[src/rtl/step_pulse_gen_pkg.sv]
`default_nettype none
// +------------------------------------------------------------------+
// | step_pulse_gen_pkg: state encodings and default parameter values  |
// | Rev 1.0                                                           |
// +------------------------------------------------------------------+
package step_pulse_gen_pkg;

   typedef enum logic [2:0] {
      S_IDLE         = 3'd0,
      S_PRESS_WAIT   = 3'd1,
      S_HELD         = 3'd2,
      S_REPEAT       = 3'd3,
      S_RELEASE_WAIT = 3'd4
   } state_t;

   localparam int unsigned c_DEF_DEBOUNCE = 4;
   localparam int unsigned c_DEF_HOLD     = 16;
   localparam int unsigned c_DEF_RATE     = 8;
   localparam int unsigned c_DEF_CW       = 8;

endpackage : step_pulse_gen_pkg
`default_nettype wire

[src/rtl/step_pulse_gen_sync_2ff.sv]
`default_nettype none
// +------------------------------------------------------------------+
// | sync_2ff: two-flop synchronizer, synchronous active-low clear     |
// | Rev 1.0                                                           |
// +------------------------------------------------------------------+
module sync_2ff (
   input  logic clk,
   input  logic clear,
   input  logic i_d,
   output logic o_q
);

   logic r_meta;
   logic r_sync;

   always_ff @(posedge clk) begin
      if (!clear) begin
         r_meta <= 1'b0;
         r_sync <= 1'b0;
      end else begin
         r_meta <= i_d;
         r_sync <= r_meta;
      end
   end

   assign o_q = r_sync;

endmodule : sync_2ff
`default_nettype wire

[src/rtl/step_pulse_gen.sv]
`default_nettype none
// +------------------------------------------------------------------+
// | step_pulse_gen: debounced push-button to one-cycle step pulses    |
// | with optional auto-repeat.  Rev 1.0                               |
// +------------------------------------------------------------------+
module step_pulse_gen
   import step_pulse_gen_pkg::*;
#(
   parameter int unsigned DEBOUNCE = c_DEF_DEBOUNCE,
   parameter int unsigned HOLD     = c_DEF_HOLD,
   parameter int unsigned RATE     = c_DEF_RATE,
   parameter int unsigned CW       = c_DEF_CW
) (
   input  logic clk,
   input  logic clear,
   input  logic btn_in,
   output logic step,
   output logic level
);

   localparam logic [CW-1:0] c_CNT_ZERO = '0;
   localparam logic [CW-1:0] c_CNT_ONE  = CW'(1);
   localparam logic [CW-1:0] c_CNT_MAX  = '1;
   localparam logic [CW-1:0] c_DEB_LAST = CW'(DEBOUNCE - 1);
   localparam logic [CW-1:0] c_HLD_LAST = CW'(HOLD - 1);
   localparam logic [CW-1:0] c_RPT_LAST = CW'(RATE - 1);
   localparam bit            c_RPT_EN   = (HOLD != 0);

   logic          w_s;

   state_t        r_state;
   state_t        w_state_nxt;
   logic [CW-1:0] r_cnt;
   logic [CW-1:0] w_cnt_nxt;
   logic          r_step;
   logic          w_step_nxt;
   logic          r_level;
   logic          w_level_nxt;

   sync_2ff u_sync (
      .clk   (clk),
      .clear (clear),
      .i_d   (btn_in),
      .o_q   (w_s)
   );

   always_ff @(posedge clk) begin
      if (!clear) begin
         r_state <= S_IDLE;
         r_cnt   <= c_CNT_ZERO;
         r_step  <= 1'b0;
         r_level <= 1'b0;
      end else begin
         r_state <= w_state_nxt;
         r_cnt   <= w_cnt_nxt;
         r_step  <= w_step_nxt;
         r_level <= w_level_nxt;
      end
   end

   // A low synchronized input always wins over timer expiry in HELD/REPEAT.
   always_comb begin
      w_state_nxt = r_state;
      w_cnt_nxt   = r_cnt;
      w_step_nxt  = 1'b0;
      w_level_nxt = r_level;

      unique case (r_state)
         S_IDLE: begin
            if (w_s) begin
               w_state_nxt = S_PRESS_WAIT;
               w_cnt_nxt   = c_CNT_ONE;
            end
         end

         S_PRESS_WAIT: begin
            if (!w_s) begin
               w_state_nxt = S_IDLE;
               w_cnt_nxt   = c_CNT_ZERO;
            end else if (r_cnt == c_DEB_LAST) begin
               w_state_nxt = S_HELD;
               w_step_nxt  = 1'b1;
               w_level_nxt = 1'b1;
               w_cnt_nxt   = c_CNT_ZERO;
            end else begin
               w_cnt_nxt   = r_cnt + c_CNT_ONE;
            end
         end

         S_HELD: begin
            if (!w_s) begin
               w_state_nxt = S_RELEASE_WAIT;
               w_cnt_nxt   = c_CNT_ONE;
            end else if (c_RPT_EN && (r_cnt == c_HLD_LAST)) begin
               w_state_nxt = S_REPEAT;
               w_step_nxt  = 1'b1;
               w_cnt_nxt   = c_CNT_ZERO;
            end else if (r_cnt != c_CNT_MAX) begin
               // Saturate so a very long hold with repeat disabled never wraps.
               w_cnt_nxt   = r_cnt + c_CNT_ONE;
            end
         end

         S_REPEAT: begin
            if (!w_s) begin
               w_state_nxt = S_RELEASE_WAIT;
               w_cnt_nxt   = c_CNT_ONE;
            end else if (r_cnt == c_RPT_LAST) begin
               w_step_nxt  = 1'b1;
               w_cnt_nxt   = c_CNT_ZERO;
            end else begin
               w_cnt_nxt   = r_cnt + c_CNT_ONE;
            end
         end

         S_RELEASE_WAIT: begin
            if (w_s) begin
               // Release bounce: back to HELD silently, hold timer restarts.
               w_state_nxt = S_HELD;
               w_cnt_nxt   = c_CNT_ZERO;
            end else if (r_cnt == c_DEB_LAST) begin
               w_state_nxt = S_IDLE;
               w_level_nxt = 1'b0;
               w_cnt_nxt   = c_CNT_ZERO;
            end else begin
               w_cnt_nxt   = r_cnt + c_CNT_ONE;
            end
         end

         default: begin
            w_state_nxt = S_IDLE;
            w_cnt_nxt   = c_CNT_ZERO;
            w_level_nxt = 1'b0;
         end
      endcase
   end

   assign step  = r_step;
   assign level = r_level;

endmodule : step_pulse_gen
`default_nettype wire

[config.mk]
export PLATFORM = sky130hd
export DESIGN_NAME = step_pulse_gen
export DESIGN_NICKNAME = d
export VERILOG_FILES = /design/src/rtl/step_pulse_gen_pkg.sv /design/src/rtl/step_pulse_gen_sync_2ff.sv /design/src/rtl/step_pulse_gen.sv
export SDC_FILE = /design/constraint.sdc
export NUM_CORES = 1
export LEC_CHECK = 0
export ABC_AREA = 1
export CORE_MARGIN = 2
export CORE_UTILIZATION = 35
export DETAILED_ROUTE_END_ITERATION = 6
export HOLD_SLACK_MARGIN = 0.03
export SLEW_MARGIN = 20
export SYNTH_ARGS = -nofsm -noshare
export SYNTH_HDL_FRONTEND = slang
export SYNTH_SLANG_ARGS = --single-unit
export TNS_END_PERCENT = 50
[constraint.sdc]
create_clock -name clk -period 1.95 [get_ports clk]
set_input_delay 0.2925 -clock clk [delete_from_list [all_inputs] [get_ports clk]]
set_output_delay 0.2925 -clock clk [all_outputs]
set_load 0.005 [all_outputs]
== Word level (Yosys, flattened, before mapping) ==
Cells that the tools add are included.

* Memories: 0
* Input port bits: 3
* Bits in read-only memories: 0
* Memory bits (writable): 0
* Register bits: 15
* Word-level logic and storage cells: 62
* Bits in latches: 0

* Muxes and demuxes: 31
* Magnitude comparators: 0
* Eq/ne operators: 18
* Reductions and logical operators: 5
* Shifts and indexed selects: 0
* Bitwise gates (word level): 1
* Multiply operators: 0
* Div/mod/pow operators: 0
* Add/subtract/negate cells: 1

{| class="wikitable"
|+ Operator list
! operator !! number
|-
| two-way mux 8 bit || 9
|-
| case mux 8 bit (5 select lines) || 1
|-
| two-way mux 3 bit || 8
|-
| case mux 3 bit (5 select lines) || 1
|-
| two-way mux 1 bit || 10
|-
| AND reduction 5 bit || 2
|-
| adder 8 x 1 -> 8 bit, second input constant || 1
|-
| == test 8 x 2 -> 1 bit, second input constant || 1
|-
| == test 8 x 3 -> 1 bit, second input constant || 1
|-
| == test 8 x 4 -> 1 bit, second input constant || 1
|-
| != test 2 bit, second input constant || 4
|-
| != test 8 bit, second input constant || 1
|-
| == test 3 x 2 -> 1 bit, second input constant || 2
|-
| != test 3 bit, second input constant || 2
|-
| case mux 1 bit (3 select lines) || 2
|-
| != test 2 x 1 -> 1 bit, second input constant || 2
|-
| != test 4 bit, second input constant || 1
|-
| == test 3 x 1 -> 1 bit, second input constant || 1
|-
| == test 3 bit, second input constant || 1
|-
| zero test 3 bit || 1
|-
| != test 3 x 2 -> 1 bit, second input constant || 1
|-
| OR reduction 3 bit || 1
|-
| AND reduction 2 bit || 1
|-
| inverter 1 bit || 1
|}

== Longest topological paths before layout ==
* Depth after elaboration: 5
* Gate-level depth with buffers: 10
* Depth with buffers taken out: 10

== By module ==
From an unflattened synthesis, not the netlist that was laid out.

* Cell total of the unflattened synthesis: 157
* Area total of the unflattened synthesis: 1001.0 um^2

{| class="wikitable"
|+ By module, submodules not included
! module !! seq. area each (um^2) !! area each (um^2) !! cells each !! times used
|-
| step_pulse_gen || 260.2 || 945.9 || 151 || 1
|-
| sync_2ff || 40.0 || 55.1 || 6 || 1
|}

== Least setup slack after synthesis ==
OpenSTA, ideal clock, no wires.

* Path type: flip-flop to flip-flop
* From: reg r_cnt[0]
* To: reg r_cnt[5]
* Slack: 0.448 ns
* Required time: 1.831 ns
* Stages on the path, launching flop included: 11
* Period minus slack after synthesis: 1.502 ns
* Path buffers: 0
* Setup time: 0.119 ns
* Arrival: 1.383 ns
* Path through: dfxtp_1 ha_1 inv_1 nor3_1 nand2_2 nand3_1 nand2_1 inv_2 nand2_2 o21ai_2 nor2_1

* Longest elaborated chain between the ends: 5
* Elaborated cells between the ends (all ways): 16
* Classes of those cells: add/sub: 1; eq/ne: 5; mux: 9; reduce/logical: 1

{| class="wikitable"
|+ RTL lines
! element !! RTL line !! RTL
|-
| start: declaration || step_pulse_gen.sv:33 || <nowiki>logic [CW-1:0] r_cnt;</nowiki>
|-
| start signal: assignment || step_pulse_gen.sv:50 || <nowiki>r_cnt <= c_CNT_ZERO;</nowiki>
|-
| start signal: assignment || step_pulse_gen.sv:55 || <nowiki>r_cnt <= w_cnt_nxt;</nowiki>
|-
| adder 8 x 1 -> 8 bit || - ||
|-
| two-way mux 8 bit || step_pulse_gen.sv:98 || <nowiki>end else if (r_cnt != c_CNT_MAX) begin</nowiki>
|-
| two-way mux 8 bit || step_pulse_gen.sv:94 || <nowiki>end else if (c_RPT_EN && (r_cnt == c_HLD_LAST)) begin</nowiki>
|-
| two-way mux 8 bit || step_pulse_gen.sv:91 || <nowiki>if (!w_s) begin</nowiki>
|-
| case mux 8 bit (5 select lines) || step_pulse_gen.sv:68 || <nowiki>unique case (r_state)</nowiki>
|}

Parallel ways exist; a longest one is shown, timed or not. The select of a mux whose other input is x is not followed.
A chain may end at the register's enable or synchronous reset.

== Worst setup path in the final report ==
* From: reg r_cnt[0]
* To: reg r_cnt[7]

The elaborated chain is that of the path after synthesis.

==> impl_metrics.py <==
metrics = {
    "clock_tree": {
        "cts.path.max_buffers": 2,
        "hold_buffers": 0,
        "post_cts.repair.setup_buffers": 0,
        "cts.clk_slew.worst_paths_ns": 0.11,
        "clk_latency_ns": 0.30,
        "htreeDepth": 1,
        "clkSinkCount": 15,
        "cts-resized-gates": 0,
        "cts_buffers": 3,
        "cts.root.buffer_cell": "clkbuf_4",
        "cts_tree": "done",
    },
    "synth": {
        "synth_edf_count": 0,
        "synth_area_leader_cell": "dfxtp_1",
        "synthAdderAreaFrac_pct": 1.28,
        "synth_compound_area_share_pct": 12.9,
        "ys_seq_area_share_pct": 30.7,
        "ys.flop_type": "dfxtp_1",
        "syn_inst": 148,
        "ys_types": 29,
        "ys_ff_latch": 15,
        "yosys.area.top_type_share_pct": 30.7,
        "synth_most_common_cell": "nand2_1",
        "syn_area_per_cell_um2": 6.61,
        "synth_top_family_by_area": "simple AND/OR/NAND/NOR gates",
        "synth_area_um2": 978,
        "yosys-top-cells-area": "dfxtp_1, nand2_1, inv_1",
        "synth-simple-area-share_pct": 41.2,
        "synth_commonest_cells": "nand2_1, inv_1, nor2_1, dfxtp_1, a21oi_1",
        "synth_mux_area_share_pct": 0,
        "yosys_warnings": 0,
        "synth-async-reset-ratio_pct": 0,
        "synth_xor_area_share_pct": 1.79,
        "synth_fp_nets": 152,
    },
    "layout": {
        "nNetsFinal": 161,
        "finalNonFillerCells": 187,
        "seqCellArea_um2": 300,
        "drive_above_1_share_pct": 19.9,
        "fin_util_pct": 39.9,
        "area_growth_pct": 10.5,
        "multi_input_area_um2": 559,
        "antenna_cells": 0,
        "stdcell_area_um2": 1080,
        "filler_cell_count": 308,
    },
    "worst_setup_path": {
        "crit_path_cell_trace": "ha_1, inv_1, nor3_1, nand2_2, nand3_1, nand2_1, inv_2, nand2_2, o21ai_2, nor2_1",
        "startpoint_type": "flop",
        "required_ns": 2.15,
        "worst_path_most_repeated_cell": "nand2_2",
        "endpoint_kind": "flop",
        "arrival_ns": 1.97,
        "crit_type": "reg2reg",
        "critPathMaxStageDelay_ns": 0.41,
        "startpoint": "r_cnt[0]$_SDFFE_PN0P_",
        "r2r-start": "r_cnt[0]$_SDFFE_PN0P_",
        "cp_max_fo": 5,
        "timing.critical_path.slowest_stage_cell": "dfxtp_1",
    },
    "sta": {
        "fin_crit_sh_pct": 90.7,
        "drv_slew": 0,
        "rsz0062_at_grt": "no",
        "fin_worst_skew_ns": 0.00953,
        "tightest_slew_ns": 0.395,
        "worst_slack_ns": 0.182,
        "slew_headroom_pct": 73.4,
        "holdWs_ns": 0.435,
        "tns_ns": 0,
        "layout_min_cycle_time_ns": 1.77,
        "finalHoldViolations": 0,
        "setup_viol": 0,
        "max_freq_mhz": 565,
    },
    "power": {
        "total_power_mw": 0.642,
        "leakage_nw": 0.451,
        "power_density_nw_per_um2": 593,
        "irDropWorstVdd_v": 0.000340,
    },
    "route": {
        "firstDrtPassIters": 4,
        "initialDrtViolationCount": 29,
        "wl_per_cell_um": 11.3,
        "drc": 0,
        "routed_wl_um": 2120,
        "viasPerCell": 5.11,
        "drt.antenna.violating_nets": 0,
        "vias": 956,
    },
    "grt": {
        "grt_first_pass_wirelength_um": 3620,
        "grt_pass1_vias": 875,
        "antenna_found_initial": 0,
        "grtUsageTotal_pct": 14.3,
        "overflow": 0,
        "grt_max_degree": 12,
    },
    "placed_design": {
        "dp_hpwl_um": 1640,
        "io_buffer_count": 4,
        "globalplace.congestion": 0.876,
        "post-place-ws_ns": 0.216,
        "dp.cells": 183,
        "placed_area_um2": 1050,
    },
    "floorplanning": {
        "die_x_um": 56.9,
        "io-pin-count": 5,
        "initial_core_util_pct": 36.1,
        "die_h_um": 56.9,
        "dieArea_um2": 3230,
        "fp-row-count": 19,
        "core_area_um2": 2710,
    },
    "outcome": {
        "outcome": "completed",
    },
    "hold_path": {
        "min_from": "u_sync.r_meta$_SDFF_PN0_",
        "hold_path.class": "reg2reg",
    },
    "run": {
        "max-cap-violations": 0,
    },
}
## final cells by class
| type | count | share of cell area [%] |
|---|---|---|
| clock buffer | 3 | 2.08 |
| clock inverter | 1 | 0.463 |
| inverter | 26 | 9.26 |
| multi-input combinational | 105 | 51.7 |
| sequential | 15 | 27.8 |
| tap | 31 | 3.59 |
| timing repair buffer | 6 | 5.09 |
## sequential cells by signal (all words and copies together) (netlist names)
| name | flops |
|---|---|
| step | 1 |
| level | 1 |
| u_sync.r_meta | 1 |
| r_cnt | 8 |
| u_sync.o_q | 1 |
| r_state | 3 |
## cell usage in the layout, fill, tap and decap left out
cell and n:
o31ai_1 1, xnor2_1 1, ha_1 1, o21bai_1 1
inv_2 4, o21ai_0 5, nand2_1 32, nor2_2 4
buf_4 2, nor4_1 1, o21ai_2 1, nor3_2 2
inv_4 1, nand2_2 5, a21oi_2 1, nand3_2 4
dfxtp_1 15, clkinv_2 1, nor3_1 5, nor2_4 2
inv_1 21, a21oi_1 10, nor2_1 16, xor2_1 1
nand3_1 7, a211o_1 1, clkdlybuf4s50_1 4, nand4_1 1
clkbuf_4 3, nand2_4 1, o21ai_1 2
## path summary, 6_finish.rpt
| kind | cells after the start | slack (ns) | endpoint |
|---|---|---|---|
| worst max-delay path | 10 | 0.18 | r_cnt[7]$_SDFFE_PN0P_ |
| worst min-delay path | 2 | 0.43 | u_sync.o_q$_SDFF_PN0_ |
| worst max register to register | 10 | 0.18 | r_cnt[7]$_SDFFE_PN0P_ |
| worst min register to register | 2 | 0.43 | u_sync.o_q$_SDFF_PN0_ |
## report_power, final
part	switching (mW)	internal (mW)
clock network	0.120	0.0765
registers	0.00790	0.316
logic	0.0801	0.0403
total	0.208	0.433
## layer usage
layer / part of all wire, % / global-route usage, % / up-vias / wire [um]
li1: - / - / 486 / -
met1: 43 / 16.2 / 427 / 909
met4: 3.1 / 7.31 / 0 / 65
met3: 4.6 / 2.07 / 7 / 98
met2: 49 / 25.7 / 36 / 1050
met5: 0 / 0 / - / 0
## critical path: cells and delay by family, from the launching register on
family	cells	cell delay [ns]
and+or+nand+nor	6	0.69
DFF	1	0.41
adders and majority gates	1	0.26
AOI/OAI and AO/OA	1	0.21
buffers and inverters	2	0.12
## kinds of logic after synthesis
group	Yosys count
simple gates	80
buf+inv	28
compound gates	22
flops	15
xor+xnor	2
fa+ha+maj	1
(Power assumes the default switching activity.)
